--- src/rtl/serial_add_pkg.sv ---
// Shared types and defaults for the bit-serial adder controller.
package serial_add_pkg;

    localparam int DEFAULT_WIDTH = 8;

    typedef enum logic [1:0] {
        IDLE  = 2'd0,
        SHIFT = 2'd1,
        DONE  = 2'd2
    } state_t;

endpackage

--- src/rtl/serial_shift_reg.sv ---
// Right-shift register with parallel load, serial MSB input and LSB tap.
module serial_shift_reg #(
    parameter int WIDTH = 8
) (
    input  logic             clk,
    input  logic             rst_n,
    input  logic             load,
    input  logic [WIDTH-1:0] load_val,
    input  logic             shift_en,
    input  logic             ser_in,
    output logic [WIDTH-1:0] q,
    output logic             lsb
);

    // Load has priority so a restart never mixes with a pending shift.
    always_ff @(posedge clk or negedge rst_n) begin
        if (!rst_n) begin
            q <= '0;
        end else if (load) begin
            q <= load_val;
        end else if (shift_en) begin
            q <= {ser_in, q[WIDTH-1:1]};
        end
    end

    assign lsb = q[0];

endmodule

--- src/rtl/serial_add_ctrl.sv ---
// Operand sequencer / result collector around an external single-bit full adder.
// Optional subtract mode (A-B, two's complement) enabled by defining SERIAL_ADD_SUB_EN.
//
// state | meaning
// IDLE  | waiting for start; fa_* driven 0, result held
// SHIFT | one bit pair per clock to the full adder, LSB first
// DONE  | one-cycle done pulse, result and carry held
module serial_add_ctrl
    import serial_add_pkg::*;
#(
    parameter  int WIDTH = DEFAULT_WIDTH,
    localparam int CNT_W = $clog2(WIDTH + 1)
) (
    input  logic             clk,
    input  logic             rst_n,
    input  logic             start,
`ifdef SERIAL_ADD_SUB_EN
    input  logic             sub,
`endif
    input  logic [WIDTH-1:0] a_in,
    input  logic [WIDTH-1:0] b_in,
    input  logic             cin,
    output logic             fa_a,
    output logic             fa_b,
    output logic             fa_cin,
    input  logic             fa_sum,
    input  logic             fa_cout,
    output logic             busy,
    output logic             done,
    output logic [WIDTH-1:0] sum_out,
    output logic             cout
);

    state_t            state_q;
    state_t            state_d;
    logic              load;
    logic              shift_en;
    logic [CNT_W-1:0]  cnt_q;
    logic              carry_q;
    logic [WIDTH-1:0]  b_load;
    logic              carry_load;
    logic              a_lsb;
    logic              b_lsb;
    logic [WIDTH-1:0]  a_q_unused;
    logic [WIDTH-1:0]  b_q_unused;
    logic              sum_lsb_unused;

    localparam logic [CNT_W-1:0] CNT_LAST = CNT_W'(WIDTH - 1);

`ifdef SERIAL_ADD_SUB_EN
    // Subtract: invert B and force carry-in so the adder computes A + ~B + 1.
    assign b_load     = sub ? ~b_in : b_in;
    assign carry_load = sub ? 1'b1 : cin;
`else
    assign b_load     = b_in;
    assign carry_load = cin;
`endif

    always_ff @(posedge clk or negedge rst_n) begin
        if (!rst_n) begin
            state_q <= IDLE;
        end else begin
            state_q <= state_d;
        end
    end

    always_comb begin
        state_d  = state_q;
        load     = 1'b0;
        shift_en = 1'b0;
        busy     = 1'b0;
        done     = 1'b0;
        case (state_q)
            IDLE: begin
                if (start) begin
                    load    = 1'b1;
                    state_d = SHIFT;
                end
            end
            SHIFT: begin
                shift_en = 1'b1;
                busy     = 1'b1;
                if (cnt_q == CNT_LAST) begin
                    state_d = DONE;
                end
            end
            DONE: begin
                busy    = 1'b1;
                done    = 1'b1;
                state_d = IDLE;
            end
            default: begin
                state_d = IDLE;
            end
        endcase
    end

    always_ff @(posedge clk or negedge rst_n) begin
        if (!rst_n) begin
            cnt_q   <= '0;
            carry_q <= 1'b0;
        end else if (load) begin
            cnt_q   <= '0;
            carry_q <= carry_load;
        end else if (shift_en) begin
            cnt_q   <= cnt_q + 1'b1;
            carry_q <= fa_cout;
        end
    end

    serial_shift_reg #(.WIDTH(WIDTH)) u_a_sr (
        .clk      (clk),
        .rst_n    (rst_n),
        .load     (load),
        .load_val (a_in),
        .shift_en (shift_en),
        .ser_in   (1'b0),
        .q        (a_q_unused),
        .lsb      (a_lsb)
    );

    serial_shift_reg #(.WIDTH(WIDTH)) u_b_sr (
        .clk      (clk),
        .rst_n    (rst_n),
        .load     (load),
        .load_val (b_load),
        .shift_en (shift_en),
        .ser_in   (1'b0),
        .q        (b_q_unused),
        .lsb      (b_lsb)
    );

    // Sum fills from the MSB end so bit 0 lands in place after WIDTH shifts.
    serial_shift_reg #(.WIDTH(WIDTH)) u_sum_sr (
        .clk      (clk),
        .rst_n    (rst_n),
        .load     (load),
        .load_val ('0),
        .shift_en (shift_en),
        .ser_in   (fa_sum),
        .q        (sum_out),
        .lsb      (sum_lsb_unused)
    );

    assign fa_a   = shift_en & a_lsb;
    assign fa_b   = shift_en & b_lsb;
    assign fa_cin = shift_en & carry_q;
    assign cout   = carry_q;

endmodule

--- config.mk ---
export PLATFORM = sky130hd
export DESIGN_NAME = serial_add_ctrl
export DESIGN_NICKNAME = d
export VERILOG_FILES = /design/src/rtl/serial_add_pkg.sv /design/src/rtl/serial_shift_reg.sv /design/src/rtl/serial_add_ctrl.sv
export SDC_FILE = /design/constraint.sdc
export NUM_CORES = 1
export LEC_CHECK = 0
export CAP_MARGIN = 20
export CORE_MARGIN = 3
export CORE_UTILIZATION = 44
export DETAILED_ROUTE_END_ITERATION = 10
export PLACE_DENSITY = 0.73
export SYNTH_ARGS = -nofsm -noshare
export SYNTH_HDL_FRONTEND = slang
export SYNTH_SLANG_ARGS = --single-unit
export TNS_END_PERCENT = 30
--- constraint.sdc ---
create_clock -name clk -period 1.5 [get_ports clk]
set_clock_uncertainty 0.15 [all_clocks]
set_input_delay 0.375 -clock clk [delete_from_list [all_inputs] [get_ports clk]]
set_output_delay 0.375 -clock clk [all_outputs]
set_load 0.01 [all_outputs]
# Yosys cells after proc, flatten, opt, wreduce, memory -nomap -nowiden
# Cells that the tools add are included.
[totals]
reg_bits = 31
[classes]
mux = 18
reduce_logical = 4
addsub = 1
n_eq_ne = 5
bitwise_logic = 3
[ops]
columns = ["operator", "n"]
rows = [
  ["two-way mux 8 bit", 6],
  ["two-way mux 4 bit", 2],
  ["two-way mux 1 bit", 7],
  ["adder 4 x 1 -> 4 bit, second input constant", 1],
  ["== test 4 x 3 -> 1 bit, second input constant", 1],
  ["two-way mux 2 bit", 2],
  ["!= test 2 bit, second input constant", 2],
  ["case mux 2 bit (2 select lines)", 1],
  ["bitwise AND 1 bit", 3],
  ["== test 2 x 1 -> 1 bit, second input constant", 1],
  ["== test 2 bit, second input constant", 1],
  ["logical NOT 2 bit", 1],
  ["AND reduction 2 bit", 1],
  ["nonzero test 2 bit", 1],
  ["OR reduction 2 bit", 1],
]

# Logic depth before layout (Yosys ltp)
# Gate-level depths: netlist of the first run.
[depth]
ltp_word = 4
mapped_depth = 7

# Hierarchy
# A second synthesis of the first run with hierarchy kept.
[unflattened]
hier_cells = 145
area_unflattened_um2 = 1564.0
[by_module_without_submodules]
columns = ["module", "area_per_inst_um2", "n_inst", "cells_per_inst"]
rows = [
  ["serial_shift_reg", 380.4, 3, 35],
  ["serial_add_ctrl", 422.9, 1, 40],
]

# Worst setup path after synthesis of the first run
# Ideal clock, no wire load.
[synth_path]
path_kind = "reg-to-output"
start = "reg state_q[1]"
end = "out fa_a"
required_time_ps = 975
path_stages_with_launch = 6
arrival_ps = 1105
slack_ps = -130
path_cell_list = "dfrtp_1 inv_1 ha_1 buf_4 buf_4 and2_1"
[synth_via]
elab_chain_len = 3
[synth_lines]
columns = ["item", "line_no", "source"]
rows = [
  ["start, declared", "serial_add_ctrl.sv:34", "state_t state_q;"],
  ["start signal, assigned", "serial_add_ctrl.sv:63", "state_q <= state_d;"],
  ["== test 2 x 1 -> 1 bit", "serial_add_ctrl.sv:73", "case (state_q)"],
  ["two-way mux 1 bit", "serial_add_ctrl.sv:73", ""],
  ["bitwise AND 1 bit", "serial_add_ctrl.sv:145", "assign fa_a = shift_en & a_lsb;"],
  ["end, declared", "serial_add_ctrl.sv:23", "output logic fa_a,"],
]
# No other way between the ends.

# Final worst setup path of the first run
[layout_path]
start = "reg state_q[0]"
end = "out fa_cin"
[layout_via]
elab_chain_len = 3
[layout_lines]
columns = ["item", "line_no", "source"]
rows = [
  ["== test 2 x 1 -> 1 bit", "serial_add_ctrl.sv:73", ""],
  ["two-way mux 1 bit", "serial_add_ctrl.sv:73", ""],
  ["bitwise AND 1 bit", "serial_add_ctrl.sv:147", "assign fa_cin = shift_en & carry_q;"],
  ["end, declared", "serial_add_ctrl.sv:25", "output logic fa_cin,"],
]
# No other way between the ends.

==> out/qor.csv, run 1 <==
metric,value,unit
status,"complete, but fails checks",
failing checks,negative setup slack,
Mapped Nets,163,
Die Width,64.42,um
RSZ-0062 raised after global routing,yes,
worst slew pin tran,0.2065,ns
Yosys top cell by area,dfrtp_1,
Crit Path Category,reg -> out,
Critical Path Fanout Max,5,
Die H,64.42,um
Synth area leaders,"dfrtp_1 52%, mux2i_1 16%, ha_1 5.0%, nand2_1 4.5%, o21ai_1 3.7%",
vias in the first global route,1160,
Max Fclk,544.8,MHz
"Period Utilization, post-route",1.224,
Logic pwr share,0.553,
Worst IR Drop VDD,1.118,mV
largest net degree at the start of global routing,32,
Syn Inst Count,135,
Hold Crit Class,in -> async,
Critical Path Source Type,flop,
Reg power frac,0.298,
r2r setup slk,-0.24,ns
"commonest non-fill, non-tap cells in the layout","31 x dfrtp_1, 24 x mux2i_1, 21 x clkdlybuf4s50_1, 17 x buf_4",
core region area,3153,um^2
Vias,1195,
TritonCTS clock tree,built,
layout cells sized above 1,0.3622,
# diodes,0,
fillers,232,
post-layout util,0.7250,
Layout Nets,223,
number of synthesis warnings,0,
Final ANT Viol Nets,0,
slack of the critical path,-0.3355,ns
Initial DRC Count,42,
total power,4.705,mW
Clk pwr share,0.149,
setup violators final,24,
"Req. time, crit path",0.97,ns
site row count,20,
Clock Path Buffers,2,
CP Capture Type,output pin,
later-pin clock latency in the skew report,0.34,ns
Sw Ratio,0.3520,
"Avg Cell Area, Syn",11.12,um^2
Layout area overhead,52.25,%
PortBufs,35,
Synth Cell Area,1501,um^2
PwrDens,2058,nW/um^2
H-tree depth,2,
WL/cell,15.45,um
Slew HR,0.8620,
Num CTS Buffers,5,
Placer Congestion,0.7252,
min Tclk post-route,1.836,ns
cells on worst reg2reg path,6,
initial antenna violation count,0,
first-pass GRT wire length,5416,um
die area,4149,um^2
"Hold Vio Cnt, Final",0,
Routed WL,3708,um
Post-DP HPWL,2115,um
routed vias/inst,4.979,
P_int,3.049,mW
Synth top area share,0.5167,
root buf cell,clkbuf_4,
Initial Util,0.4762,
Leak Pwr,1.079,nW
"most common cell after layout, fill and taps aside",dfrtp_1,
remaining global-route overflow,0,
total net switching power,1.656,mW
Worst Path Arrival,1.31,ns
FF/Latch Area,775.7,um^2
sequential fraction of the synthesis area,0.5167,
First-pass DRT Iterations,4,
CTS Sinks,31,
# Max-Cap Violations,0,
multi-input gate area in the final layout,725.7,um^2
Worst-path clk slew,0.11,ns
drt drc,0,
Pins Over Slew Limit,0,
Ports,36,
Tot GR Track Use,0.1703,
Yosys cell types,21,
flip-flop and latch count after synthesis,31,
[logic make-up after synthesis]
group,count (synthesis),synth area share
muxes,26,0.1750
adders and majority gates,6,0.05000
and+or+nand+nor,39,0.1175
AOI/OAI and AO/OA,18,0.06250
buffers and inverters,12,0.06083
xor gates and xnor gates,3,0.01750
DFF,31,0.5167
[stage by stage]
stage / setup WS [ns] / cells / area, um^2 / setup TNS (ns) / hold WS, ns
CTS: -0.3210 / 231 / 2118 / -1.678 / 0.2478
finish: -0.3355 / 240 / 2286 / -3.182 / 0.2443
global placement: -0.3158 / 214 / 1943 / -5.540 / 0.3577
global route: -0.4002 / 240 / 2286 / -5.355 / 0.2454
detailed placement: -0.3290 / 214 / 1943 / -6.057 / 0.3768
floorplan: -0.02612 / 135 / 1533 / -0.07312 / -0.07059
[synthesized netlist by cell type]
master,number
dfrtp_1,31
mux2i_1,24
nand2_1,18
nor2_1,12
o21ai_1,11
ha_1,6
o21ai_0,6
buf_4,5
and2_1,4
buf_2,3
inv_1,2
mux2_1,2
nand2b_1,2
xor2_1,2
a21oi_2,1
buf_12,1
buf_6,1
nand3b_1,1
nand4_2,1
nor2b_1,1
xnor2_1,1
[state kept, by name (all words and copies together), names as in the netlist]
| name | cells |
|---|---|
| u_a_sr.q | 8 |
| u_b_sr.q | 8 |
| u_sum_sr.q | 8 |
| cnt_q | 4 |
| state_q | 2 |
| cout | 1 |
[power groups by stage]
stage                     Sequential [mW]  Combinational, mW  Clock (mW)
after CTS                            1.39               2.06       0.700
after detailed placement             1.43               1.83           0
after global routing                 1.45               2.82       0.750
after global placement               1.41               1.77           0
after floorplan                      1.41               1.28           0
final                                1.40               2.60       0.700
[metal layers]
metal / track usage / wire [um]
met5: 0 / 0
met1: 0.2077 / 1534
met2: 0.2784 / 1890
met3: 0.05373 / 212
met4: 0.07124 / 71
[repair_timing]
action	in CTS	in global routing
buffers inserted	9	4
pin swaps	2	5
gates cloned	0	5
setup endpoints to repair	42	42
hold buffers	0	0
gates resized for setup	61	28
[critical path: stages (launching register included)]
cell	delay (ns)
dfrtp_1	0.42
buf_6	0.13
ha_4	0.17
and2_4	0.14
buf_6	0.11
[path summary, 6_finish.rpt]
path,start,endpoint
worst min-delay path,rst_n,u_a_sr.q[6]
worst max register to register,state_q[0],state_q[1]
min in group clk,u_b_sr.q[7],u_b_sr.q[7]
worst max-delay path,state_q[0],fa_cin
max in group asynchronous,rst_n,u_sum_sr.q[6]
worst min register to register,u_b_sr.q[7],u_b_sr.q[7]
[final cells by class]
class                   instances  share of cell area
repair buffers                 63              0.2759
clock buffers                   6             0.02244
well taps                      44             0.02408
flip-flops and latches         31              0.3394
inverters                       2            0.005473
clock inverters                 2             0.01533
multi-input cells              92              0.3175
Note: power is estimated with default switching activity, not from simulation.
==> run 2, diff against run 1 <==
--- a/config.mk
+++ b/config.mk
@@ -9,4 +9,5 @@
 export CORE_MARGIN = 3
 export CORE_UTILIZATION = 44
+export CTS_CLUSTER_DIAMETER = 50
 export DETAILED_ROUTE_END_ITERATION = 10
 export PLACE_DENSITY = 0.73
==> constraint.sdc (replaced) <==
create_clock -name clk -period 1.5 [get_ports clk]
set_clock_uncertainty 0.15 [all_clocks]
set_input_delay 0.3 -clock clk [delete_from_list [all_inputs] [get_ports clk]]
set_output_delay 0.3 -clock clk [all_outputs]
set_load 0.01 [all_outputs]
==> run 2 against run 1 <==
Clock-buffer cell count increased by 1. Non-clock buffer count decreased by 13. Wire length decreased by 21%. The run still ends with negative setup slack left. First-iteration DRC count increased by 86%. Critical endpoint is now fa_a. Worst hold slack got worse by 0.064 ns. Highest routed layer unchanged. Critical path depth unchanged. Cell count decreased by 5.4%. Sequential power about the same.
==> out/qor.csv, run 2 (synthesis gave the netlist of run 1 again) <==
metric,value,unit,change
status,"complete, but fails checks",,unchanged
failing checks,negative setup slack,,unchanged
"Period Utilization, post-route",1.143,,was 1.224
"most common cell after layout, fill and taps aside",dfrtp_1,,unchanged
core region area,3153,um^2,unchanged
slack of the critical path,-0.2139,ns,was -0.3355 ns
Critical Path Source Type,flop,,unchanged
Die H,64.42,um,unchanged
Layout area overhead,39.67,%,was 52.25%
Clock Path Buffers,2,,unchanged
r2r startpoint,state_q[0],,unchanged
Hold Buf Count CTS,0,,unchanged
reg2reg end,state_q[1],,unchanged
H-tree depth,2,,unchanged
Critical-path top delay cell,dfrtp_1,,unchanged
Worst-path clk slew,0.09,ns,was 0.11 ns
"Critical Path, Cell by Cell","buf_6, ha_4, and2_4, buf_6",,unchanged
Critical Path Fanout Max,5,,unchanged
Pins Over Slew Limit,0,,unchanged
Post-DP HPWL,2091,um,was 2115 um
site row count,20,,unchanged
vias in the first global route,1156,,was 1160
setup violators final,17,,was 24
Placer Congestion,0.6890,,was 0.7252
CP Capture Type,output pin,,unchanged
largest net degree at the start of global routing,32,,unchanged
Hold Crit Class,in -> async,,unchanged
first-pass GRT wire length,5264,um,was 5416 um
Initial DRC Count,78,,was 42
# Max-Cap Violations,0,,unchanged
crit-path max cell delay,0.41,ns,was 0.42 ns
TritonCTS clock tree,built,,unchanged
min Tclk post-route,1.714,ns,was 1.836 ns
remaining global-route overflow,0,,unchanged
cells on worst reg2reg path,5,,was 6
Worst IR Drop VDD,0.8946,mV,was 1.118 mV
Max Fclk,583.4,MHz,was 544.8 MHz
biggest regs,"u_a_sr.q: 8 flops, u_b_sr.q: 8 flops, u_sum_sr.q: 8 flops",,unchanged
drt drc,0,,unchanged
Initial Util,0.4762,,unchanged
layout cells sized above 1,0.2077,,was 0.3622
Slew HR,0.8190,,was 0.8620
r2r setup slk,-0.17,ns,was -0.24 ns
Crit Path Category,reg -> out,,unchanged
root buf cell,clkbuf_4,,unchanged
Final ANT Viol Nets,0,,unchanged
"commonest non-fill, non-tap cells in the layout","31 x dfrtp_1, 24 x mux2i_1, 21 x clkdlybuf4s50_1, 17 x nand2_1, 12 x nor2_1",,"was 31 x dfrtp_1, 24 x mux2i_1, 21 x clkdlybuf4s50_1, 17 x buf_4"
initial antenna violation count,0,,unchanged
Worst Path Arrival,1.26,ns,was 1.31 ns
"Hold Vio Cnt, Final",0,,unchanged
PwrDens,1854,nW/um^2,was 2058 nW/um^2
Leak Pwr,0.9517,nW,was 1.079 nW
later-pin clock latency in the skew report,0.32,ns,was 0.34 ns
Setup TNS,-1.324,ns,was -3.182 ns
Routed WL,2940,um,was 3708 um
Num CTS Buffers,5,,unchanged
Tot GR Track Use,0.1651,,was 0.1703
die area,4149,um^2,unchanged
Ports,36,,unchanged
Die Width,64.42,um,unchanged
WL/cell,12.95,um,was 15.45 um
PortBufs,35,,unchanged
total power,3.889,mW,was 4.705 mW
worst slew pin tran,0.2715,ns,was 0.2065 ns
CP most frequent cell,buf_6,,unchanged
# diodes,0,,unchanged
RSZ-0062 raised after global routing,yes,,unchanged
Layout Nets,210,,was 223
routed vias/inst,4.762,,was 4.979
"Req. time, crit path",1.05,ns,was 0.97 ns
Vias,1081,,was 1195
First-pass DRT Iterations,4,,unchanged
CTS Sinks,31,,unchanged
-- run 2: worst max-delay path, delay by kind of cell (launching register included) --
kind	cells	cell delay [ns]
AND/OR/NAND/NOR	1	0.14
adder cells (fa/ha/maj)	1	0.16
flip-flops	1	0.41
buffers and inverters	2	0.24
-- run 2: worst max-delay path by stage --
stage / startpoint / end / slack (ns) / cells past startpoint
after floorplan: state_q[1] / fa_a / 0.006 / 5
after global placement: state_q[1] / fa_b / -0.27 / 4
after detailed placement: state_q[1] / fa_a / -0.31 / 4
after CTS: state_q[0] / fa_a / -0.23 / 4
after global routing: state_q[0] / fa_a / -0.27 / 4
final: state_q[0] / fa_a / -0.21 / 4
-- run 2: power by group --
group,switching [mW],leakage (nW),total [mW],internal [mW]
registers,0.214,0.399,1.40,1.19
clock network,0.267,0.0293,0.449,0.182
logic,0.922,0.523,2.04,1.12
total,1.40,0.952,3.89,2.49
-- run 2: layout make-up --
class | count | area [um^2]
timing repair buffer | 50 | 516.7
multi-input combinational | 92 | 691.9
clock inverter | 1 | 5.005
inverter | 2 | 7.507
tap | 44 | 55.05
fill | 269 | 1056
clock buffer | 7 | 45.04
sequential | 31 | 775.7
-- run 2: routing by layer --
metal,vias to the layer above,share of wire,global-route usage,routed length [um]
met5,-,0,0,0
met4,0,0.026,0.07916,76
met3,9,0.066,0.06239,193
met2,24,0.51,0.2848,1514
met1,506,0.39,0.1774,1155
li1,542,-,-,-
-- run 2: per-stage QoR --
step | instances | util | hold slack, ns | instance area [um^2] | setup slack [ns]
floorplan | 135 | - | -0.1456 | 1516 | 0.005687
detailed placement | 213 | 0.6147 | 0.3597 | 1938 | -0.3070
CTS | 226 | 0.6583 | 0.1799 | 2076 | -0.2286
global route | 227 | 0.6651 | 0.1729 | 2097 | -0.2741
global placement | 213 | 0.6147 | 0.3553 | 1938 | -0.2725
finish | 227 | 0.6651 | 0.1804 | 2097 | -0.2139
-- run 2: timing repair --
action                                 in CTS  in global routing
pin swaps                                   1                  1
buffers inserted                            5                  1
gates resized for setup                    45                 10
setup endpoints to repair                  34                 41
endpoints found under the hold margin       0                  0
